--- src/rtl/posit_decoder_iter.sv ---
// posit_decoder_iter: multi-cycle posit decoder.
// Walks the regime run one bit per cycle, then registers sign, regime k,
// exponent and fraction together with the zero/NaR flags.
// Optional build macro: POSIT_DEC_SPECIAL_BYPASS_EN. When it is defined, 0 and NaR
// skip the scan and go straight to DONE.
module posit_decoder_iter #(
   parameter int N         = 16,
   parameter int ES        = 1,
   parameter int K_BITS    = $clog2(N) + 1,
   parameter int MANT_SIZE = ((N - 3 - ES) > 0) ? (N - 3 - ES) : 1
) (
   input  logic                 clk_i,
   input  logic                 rst_i,
   input  logic                 valid_i,
   output logic                 ready_o,
   input  logic [N-1:0]         posit_i,
   output logic                 valid_o,
   input  logic                 ready_i,
   output logic                 is_zero_o,
   output logic                 is_nar_o,
   output logic                 sign_o,
   output logic [K_BITS-1:0]    k_o,
   output logic [ES-1:0]        exp_o,
   output logic [MANT_SIZE-1:0] frac_o
);

   localparam int IW = $clog2(N);
   localparam int MW = $clog2(N) + 1;

   typedef enum logic [1:0] {IDLE, SCAN, DONE} state_t;

   state_t          state_q, state_d;
   logic            sign_q, sign_d;
   logic [N-1:0]    abs_q, abs_d;
   logic            r0_q, r0_d;
   logic [MW-1:0]   m_q, m_d;
   logic [IW-1:0]   idx_q, idx_d;

   logic                 load_out;
   logic                 zero_d, nar_d, osign_d;
   logic [K_BITS-1:0]    k_d;
   logic [ES-1:0]        exp_d;
   logic [MANT_SIZE-1:0] frac_d;

   logic                 is_zero_q, is_nar_q, osign_q;
   logic [K_BITS-1:0]    k_q;
   logic [ES-1:0]        exp_q;
   logic [MANT_SIZE-1:0] frac_q;

   int              reg_len;
   int              frac_len;
   logic [N-1:0]    mask_v;

   // Scan state and operand registers
   always_ff @(posedge clk_i or posedge rst_i) begin
      if (rst_i) begin
         state_q <= IDLE;
         sign_q  <= 1'b0;
         abs_q   <= '0;
         r0_q    <= 1'b0;
         m_q     <= '0;
         idx_q   <= '0;
      end else begin
         state_q <= state_d;
         sign_q  <= sign_d;
         abs_q   <= abs_d;
         r0_q    <= r0_d;
         m_q     <= m_d;
         idx_q   <= idx_d;
      end
   end

   // Next-state logic and field extraction from the final run length
   always_comb begin
      state_d  = state_q;
      sign_d   = sign_q;
      abs_d    = abs_q;
      r0_d     = r0_q;
      m_d      = m_q;
      idx_d    = idx_q;
      load_out = 1'b0;

      case (state_q)
         IDLE: begin
            if (valid_i) begin
               sign_d  = posit_i[N-1];
               abs_d   = posit_i[N-1] ? (~posit_i + {{(N-1){1'b0}}, 1'b1}) : posit_i;
               r0_d    = abs_d[N-2];
               m_d     = MW'(1);
               idx_d   = IW'(N - 3);
               state_d = SCAN;
`ifdef POSIT_DEC_SPECIAL_BYPASS_EN
               if (posit_i[N-2:0] == '0) begin
                  state_d  = DONE;
                  load_out = 1'b1;
               end
`endif
            end
         end
         SCAN: begin
            if (abs_q[idx_q] == r0_q) begin
               m_d = m_q + MW'(1);
               if (idx_q == '0) begin
                  state_d  = DONE;
                  load_out = 1'b1;
               end else begin
                  idx_d = idx_q - IW'(1);
               end
            end else begin
               state_d  = DONE;
               load_out = 1'b1;
            end
         end
         DONE: begin
            if (ready_i) state_d = IDLE;
         end
         default: state_d = IDLE;
      endcase

      // Regime covers the run plus its terminator, clipped at the LSB.
      reg_len  = (int'(m_d) + 1 > N - 1) ? (N - 1) : (int'(m_d) + 1);
      frac_len = N - 1 - reg_len - ES;
      mask_v   = (frac_len > 0) ? ({N{1'b1}} >> (N - frac_len)) : '0;

      zero_d  = (abs_d == '0) && !sign_d;
      nar_d   = sign_d && (abs_d == {1'b1, {(N-1){1'b0}}});
      osign_d = sign_d;
      k_d     = r0_d ? (K_BITS'(m_d) - K_BITS'(1)) : (K_BITS'(0) - K_BITS'(m_d));
      // Shifting the sign and regime out leaves the exponent at the top,
      // zero-filled when it was truncated.
      exp_d   = ES'((abs_d << (reg_len + 1)) >> (N - ES));
      frac_d  = MANT_SIZE'(abs_d & mask_v);

      if (zero_d || nar_d) begin
         k_d    = '0;
         exp_d  = '0;
         frac_d = '0;
      end
   end

   // Result registers, updated only on entry to DONE
   always_ff @(posedge clk_i or posedge rst_i) begin
      if (rst_i) begin
         is_zero_q <= 1'b0;
         is_nar_q  <= 1'b0;
         osign_q   <= 1'b0;
         k_q       <= '0;
         exp_q     <= '0;
         frac_q    <= '0;
      end else if (load_out) begin
         is_zero_q <= zero_d;
         is_nar_q  <= nar_d;
         osign_q   <= osign_d;
         k_q       <= k_d;
         exp_q     <= exp_d;
         frac_q    <= frac_d;
      end
   end

   assign ready_o   = (state_q == IDLE);
   assign valid_o   = (state_q == DONE);
   assign is_zero_o = is_zero_q;
   assign is_nar_o  = is_nar_q;
   assign sign_o    = osign_q;
   assign k_o       = k_q;
   assign exp_o     = exp_q;
   assign frac_o    = frac_q;

endmodule

--- config.mk ---
export PLATFORM = sky130hd
export DESIGN_NAME = posit_decoder_iter
export DESIGN_NICKNAME = d
export VERILOG_FILES = /design/src/rtl/posit_decoder_iter.sv
export SDC_FILE = /design/constraint.sdc
export NUM_CORES = 1
export LEC_CHECK = 0
export ABC_AREA = 1
export CORE_UTILIZATION = 56
export CTS_BUF_LIST = sky130_fd_sc_hd__clkbuf_8 sky130_fd_sc_hd__clkbuf_16
export CTS_CLUSTER_DIAMETER = 80
export DETAILED_ROUTE_END_ITERATION = 6
export PLACE_DENSITY = 0.8
export SLEW_MARGIN = 10
export SYNTH_ARGS = -nofsm -noshare
export SYNTH_HDL_FRONTEND = slang
export SYNTH_SLANG_ARGS = --single-unit
--- constraint.sdc ---
create_clock -name clk_i -period 4.12 [get_ports clk_i]
set_input_delay 0.824 -clock clk_i [delete_from_list [all_inputs] [get_ports clk_i]]
set_output_delay 0.824 -clock clk_i [all_outputs]
set_load 0.1 [all_outputs]
After elaboration in Yosys (flattened, before gate mapping)
Cells that the tools add are included.

word-level totals
  flip-flop bits (word level) = 50
  latch bits = 0
  bits in writable memories = 0
  bits in read-only memories = 0
  input port bits = 20
  output and inout bits = 23
  word-level logic and storage cells = 78
  memories = 0

operators by class
  add/subtract/negate cells = 10
  $mul = 0
  divide/modulo/power cells = 0
  order comparisons = 3
  eq/ne operators = 9
  shifts and indexed selects = 2
  muxes and demuxes = 30
  bitwise logic cells = 2
  reductions and logical operators = 10

operators with widths
  cell                    count
  $mux 16                 3
  $gt 32x5->1 const B     1
  $shr 16x32->12 const A  1
  $mux 12                 2
  $mux 5                  4
  $add 16x1->16 const B   1
  $eq 16x16->1 const B    1
  $logic_not 16->1        1
  $not 16->16             1
  $shl 16x7->16           1
  $and 12x12->12          1
  $mux 4                  3
  $pmux 5 s2              1
  $mux 1                  9
  $sub 6x8->9 const A     1
  $gt 8x1->1 const B      1
  $mux 2                  4
  $pmux 4 s2              1
  $sub 7x2->8 const B     1
  $add 6x1->7 const B     1
  $sub 4x6->7 const A     1
  $add 5x1->6 const B     1
  $mux 6                  1
  $ne 2x2->1 const B      3
  other kinds (20)        21

Depth between registers and ports, before layout
  word-level depth = 15
  depth in mapped cells = 34

Least setup slack after synthesis
No wires, ideal clock.

  kind = input to register
  start = in valid_i
  end = reg frac_q[2], in the netlist frac_o[2]
  library setup time = 0.120 ns
  data arrival time = 3.534 ns
  data required time = 4.000 ns
  slack = 0.467 ns
  cell stages on the path = 22
  buffers on the path = 1
  cells stage by stage = o21a_1 -> inv_1 -> nor2_1 -> clkinv_1 -> nand3_4 -> ha_1 -> nand3_2 -> nor2_2 -> nand2_2 -> nand2_4 -> nand2_1 -> buf_2 -> ha_1 -> nand2_2 -> nor2_1 -> nand3_1 -> nand3_2 -> nand2_4 -> o21ai_1 -> nand2_1 -> nand3_1 -> nand2_1

on the way
  longest elaborated chain between the ends = 12
  elaborated cells on any way between the ends = 23
  those cells by class = 4 x add/sub; 2 x order compare; 1 x eq/ne; 1 x shift; 9 x mux; 1 x bitwise; 5 x reduce/logical

RTL lines
  item                  line  RTL
  start, declared       14    input logic valid_i,
  $mux 5 (*)            85    if (valid_i) begin
  $pmux 5 s2 (*)        83    case (state_q)
  net m_d[0]            36    logic [MW-1:0] m_q, m_d;
  $add 5x1->6 (*)       121   reg_len = (int'(m_d) + 1 > N - 1) ? (N - 1) : (int'(m_d) + 1);
  $gt 32x5->1           121
  $mux 6 (*)            121
  $sub 4x6->7 (*)       122   frac_len = N - 1 - reg_len - ES;
  $sub 7x2->8 (*)       122
  $sub 6x8->9           123   mask_v = (frac_len > 0) ? ({N{1'b1}} >> (N - frac_len)) : '0;
  $shr 16x32->12        123
  $mux 12 (*)           123
  $and 12x12->12 (*)    132   frac_d = MANT_SIZE'(abs_d & mask_v);
  $mux 12 (*)           134   if (zero_d || nar_d) begin
  end signal, assigned  156   frac_q <= frac_d;
  end, declared         48    logic [MANT_SIZE-1:0] frac_q;

Mark *: on every way through the listed nets, which the timed path passes. The rest lies on a longest branch.
A chain may end at the register's enable or synchronous reset.

Worst setup path in the final report
  start = reg idx_q[0]
  end = reg frac_q[3], in the netlist frac_o[3]

on the way
  longest elaborated chain between the ends = 15
  elaborated cells on any way between the ends = 20
  those cells by class = 4 x add/sub; 2 x order compare; 1 x eq/ne; 1 x shift; 10 x mux; 1 x bitwise; 1 x reduce/logical

RTL lines
  item                              line  RTL
  start, declared                   37    logic [IW-1:0] idx_q, idx_d;
  start signal, assigned            69    idx_q <= idx_d;
  $bmux 1 s4 (*)                    101   if (abs_q[idx_q] == r0_q) begin
  $mux 1 (not written as such) (*)  101
  $eq 1x1->1 (*)                    101
  $mux 5 (*)                        101
  $pmux 5 s2 (*)                    83
  net m_d[0]                        36
  $add 5x1->6 (*)                   121
  $gt 32x5->1                       121
  $mux 6 (*)                        121
  $sub 4x6->7 (*)                   122
  $sub 7x2->8 (*)                   122
  $sub 6x8->9                       123
  $shr 16x32->12                    123
  $mux 12 (*)                       123
  $and 12x12->12 (*)                132
  $mux 12 (*)                       134

Mark *: on every way through the listed nets, which the timed path passes. The rest lies on a longest branch. The select of a mux whose other input is x is not followed.

==> flow_metrics.py <==
metrics = {
    "run_status": {
        "outcome": "finished clean",
    },
    "floorplanning": {
        "die_h_um": 80.7,
        "core_area_um2": 5960,
        "dieArea_um2": 6520,
        "die_w_um": 80.7,
        "pin_count": 43,
        "start_util_pct": 58.3,
        "fp-row-count": 28,
    },
    "timing": {
        "worst_pin_slew_ns": 1.03,
        "slew_headroom_pct": 31.0,
        "min_period_ns": 3.71,
        "setup_violations": 0,
        "final_critical_path_setup_slack_ns": 0.413,
        "fin_crit_sh_pct": 90.0,
        "setup_tns_ns": 0,
        "slew_viol_final": 0,
        "clock.fmax_mhz": 270,
        "clock_skew_ns": 0.00632,
        "hold_viol": 0,
    },
    "cts": {
        "clkTransAtPathRegs_ns": 0.09,
        "clock_sinks": 50,
        "cts_hold_buf": 0,
        "tritoncts": "built",
        "clk_latency_ns": 0.30,
        "numCtsBuffers": 5,
        "cts_root_buf": "clkbuf_8",
        "cts_max_path_buffers": 2,
        "htree_levels": 2,
    },
    "route": {
        "drc_errors": 0,
        "routed_via_density": 5.52,
        "vias": 3331,
        "drt_wl_total_um": 8750,
        "drt_iter0_drc": 194,
        "drtAntennaViolNets": 0,
        "firstDrtPassIters": 5,
        "post_drt_wl_per_cell_um": 14.5,
    },
    "cells_and_area": {
        "most-common-layout-cells": "nand2_1, dfrtp_1, inv_1",
        "final_util_pct": 70.6,
        "fin_nets": 556,
        "syn_to_final_growth_pct": 21.1,
        "layout_commonest_cell": "nand2_1",
        "layout-drive-gt1-share_pct": 12.9,
        "finalInstanceArea_um2": 4200,
        "diodes": 0,
    },
    "synth": {
        "ys_seq_elements": 50,
        "seq_area_frac_synth_pct": 36.0,
        "avgSynthCellArea_um2": 7.34,
        "yosysWarnings": 0,
        "synth-edff-count": 0,
        "synth_area_um2": 3470,
        "syn_inst": 473,
        "synth_flop_cell": "dfrtp_1",
        "async_flop_share_pct": 100,
        "ys_types": 39,
    },
    "global_route": {
        "grt-ovfl-total": 0,
        "grt_max_degree": 51,
        "grt_pass1_wl_um": 14700,
        "grt_antenna_before_repair": 0,
        "grt_pass1_vias": 3105,
        "grt_util_all_layers_pct": 29.4,
    },
    "worst_setup_path": {
        "crit_arrival_ns": 3.90,
        "critPathMaxFanout": 9,
        "worstSetupStartpointType": "register",
        "end_kind": "register",
        "path_class": "reg2reg",
        "path_common_cell": "nand2_1",
        "crit_slowest_cell": "dfrtp_1",
        "cp.required_ns": 4.32,
        "crit_path_max_incr_delay_ns": 0.40,
    },
    "hold_path": {
        "hold_path_class": "reg2reg",
    },
    "placed_design": {
        "placed_cell_area_um2": 4030,
        "post-place-ws_ns": 0.0468,
        "port_buffers": 42,
        "dp_hpwl_um": 6600,
        "gp_congestion": 0.940,
    },
    "job": {
        "maxCapViolCount": 0,
    },
}
## per-layer routing
layer / GRT usage (%) / up-vias / share of wire [%]
met1: 40.6 / 1576 / 45
met5: 0 / - / 0
met4: 9.29 / 0 / 1.6
met3: 4.27 / 13 / 5.7
li1: - / 1638 / -
met2: 47.6 / 104 / 48
## repair_timing
item	CTS	global route
endpoints found under the setup margin	0	12
endpoints found under the hold margin	0	0
resized for setup	0	5
setup buffers	0	2
## sequential cells by signal, summed over array words and instances (netlist names)
name,cells
abs_q,16
exp_o,1
frac_o,12
idx_q,4
is_nar_o,1
is_zero_o,1
k_o,5
m_q,5
r0_q,1
sign_o,1
sign_q,1
state_q,2
## worst max-delay path: cells and delay by family, from the launching register on
kind                     cells  cell delay, ns
adder cells (fa/ha/maj)      2            0.44
AND/OR/NAND/NOR             24            2.53
flip-flops                   1            0.40
buffers and inverters        1            0.21
## stage by stage
stage,hold WS (ns),std cells
global route,0.512,603
detailed placement,0.468,593
floorplan,0.473,474
CTS,0.496,601
global placement,0.465,593
finish,0.494,603
## synth_stat cells (all sizes together), types with 2 or more instances
cell / instances / share of area [%]
inv: 56 / 6.1
o31ai: 3 / 1.0
ha: 9 / 3.2
o21a: 4 / 0.86
clkbuf: 5 / 0.54
nor4: 2 / 0.36
nand2: 141 / 18
nand3b: 3 / 0.65
xnor2: 7 / 1.8
o21ai: 39 / 5.6
nand3: 51 / 8.9
a21oi: 10 / 1.8
xor2: 16 / 4.3
dfrtp: 50 / 36
buf: 5 / 0.97
nor3: 8 / 1.2
o211ai: 4 / 0.86
nand4: 12 / 2.3
nor2: 41 / 4.6
## final cells by class
type	count	area, um^2
Fill cell	519	1750
Clock inverter	3	68.8
Tap cell	75	93.8
Clock buffer	5	68.8
Sequential cell	50	1250
Multi-Input combinational cell	357	1980
Inverter	57	218
Timing Repair Buffer	56	526
## cells by family after synthesis
logic type      after synthesis  share of synthesized area (%)
compound gates               64                           11.1
other cells                   1                          0.108
xor+xnor                     23                           6.02
buf+inv                      67                           7.68
fa+ha+maj                     9                           3.24
flops                        50                           36.0
simple gates                259                           35.8
## worst paths after layout
check / cells after the start / to / slack, ns / startpoint
hold / removal: 2 / frac_o[5] / 0.49 / frac_o[5]
hold reg to reg: 2 / frac_o[5] / 0.49 / frac_o[5]
setup / recovery: 27 / frac_o[3] / 0.41 / idx_q[0]
min in group asynchronous: 2 / idx_q[2] / 1.09 / rst_i
setup reg to reg: 27 / frac_o[3] / 0.41 / idx_q[0]
max in group asynchronous: 2 / frac_o[2] / 2.40 / rst_i
Power is left out: the tool's default activity adds up to more than one toggle a clock period on the data nets, which glitch-free logic cannot reach.
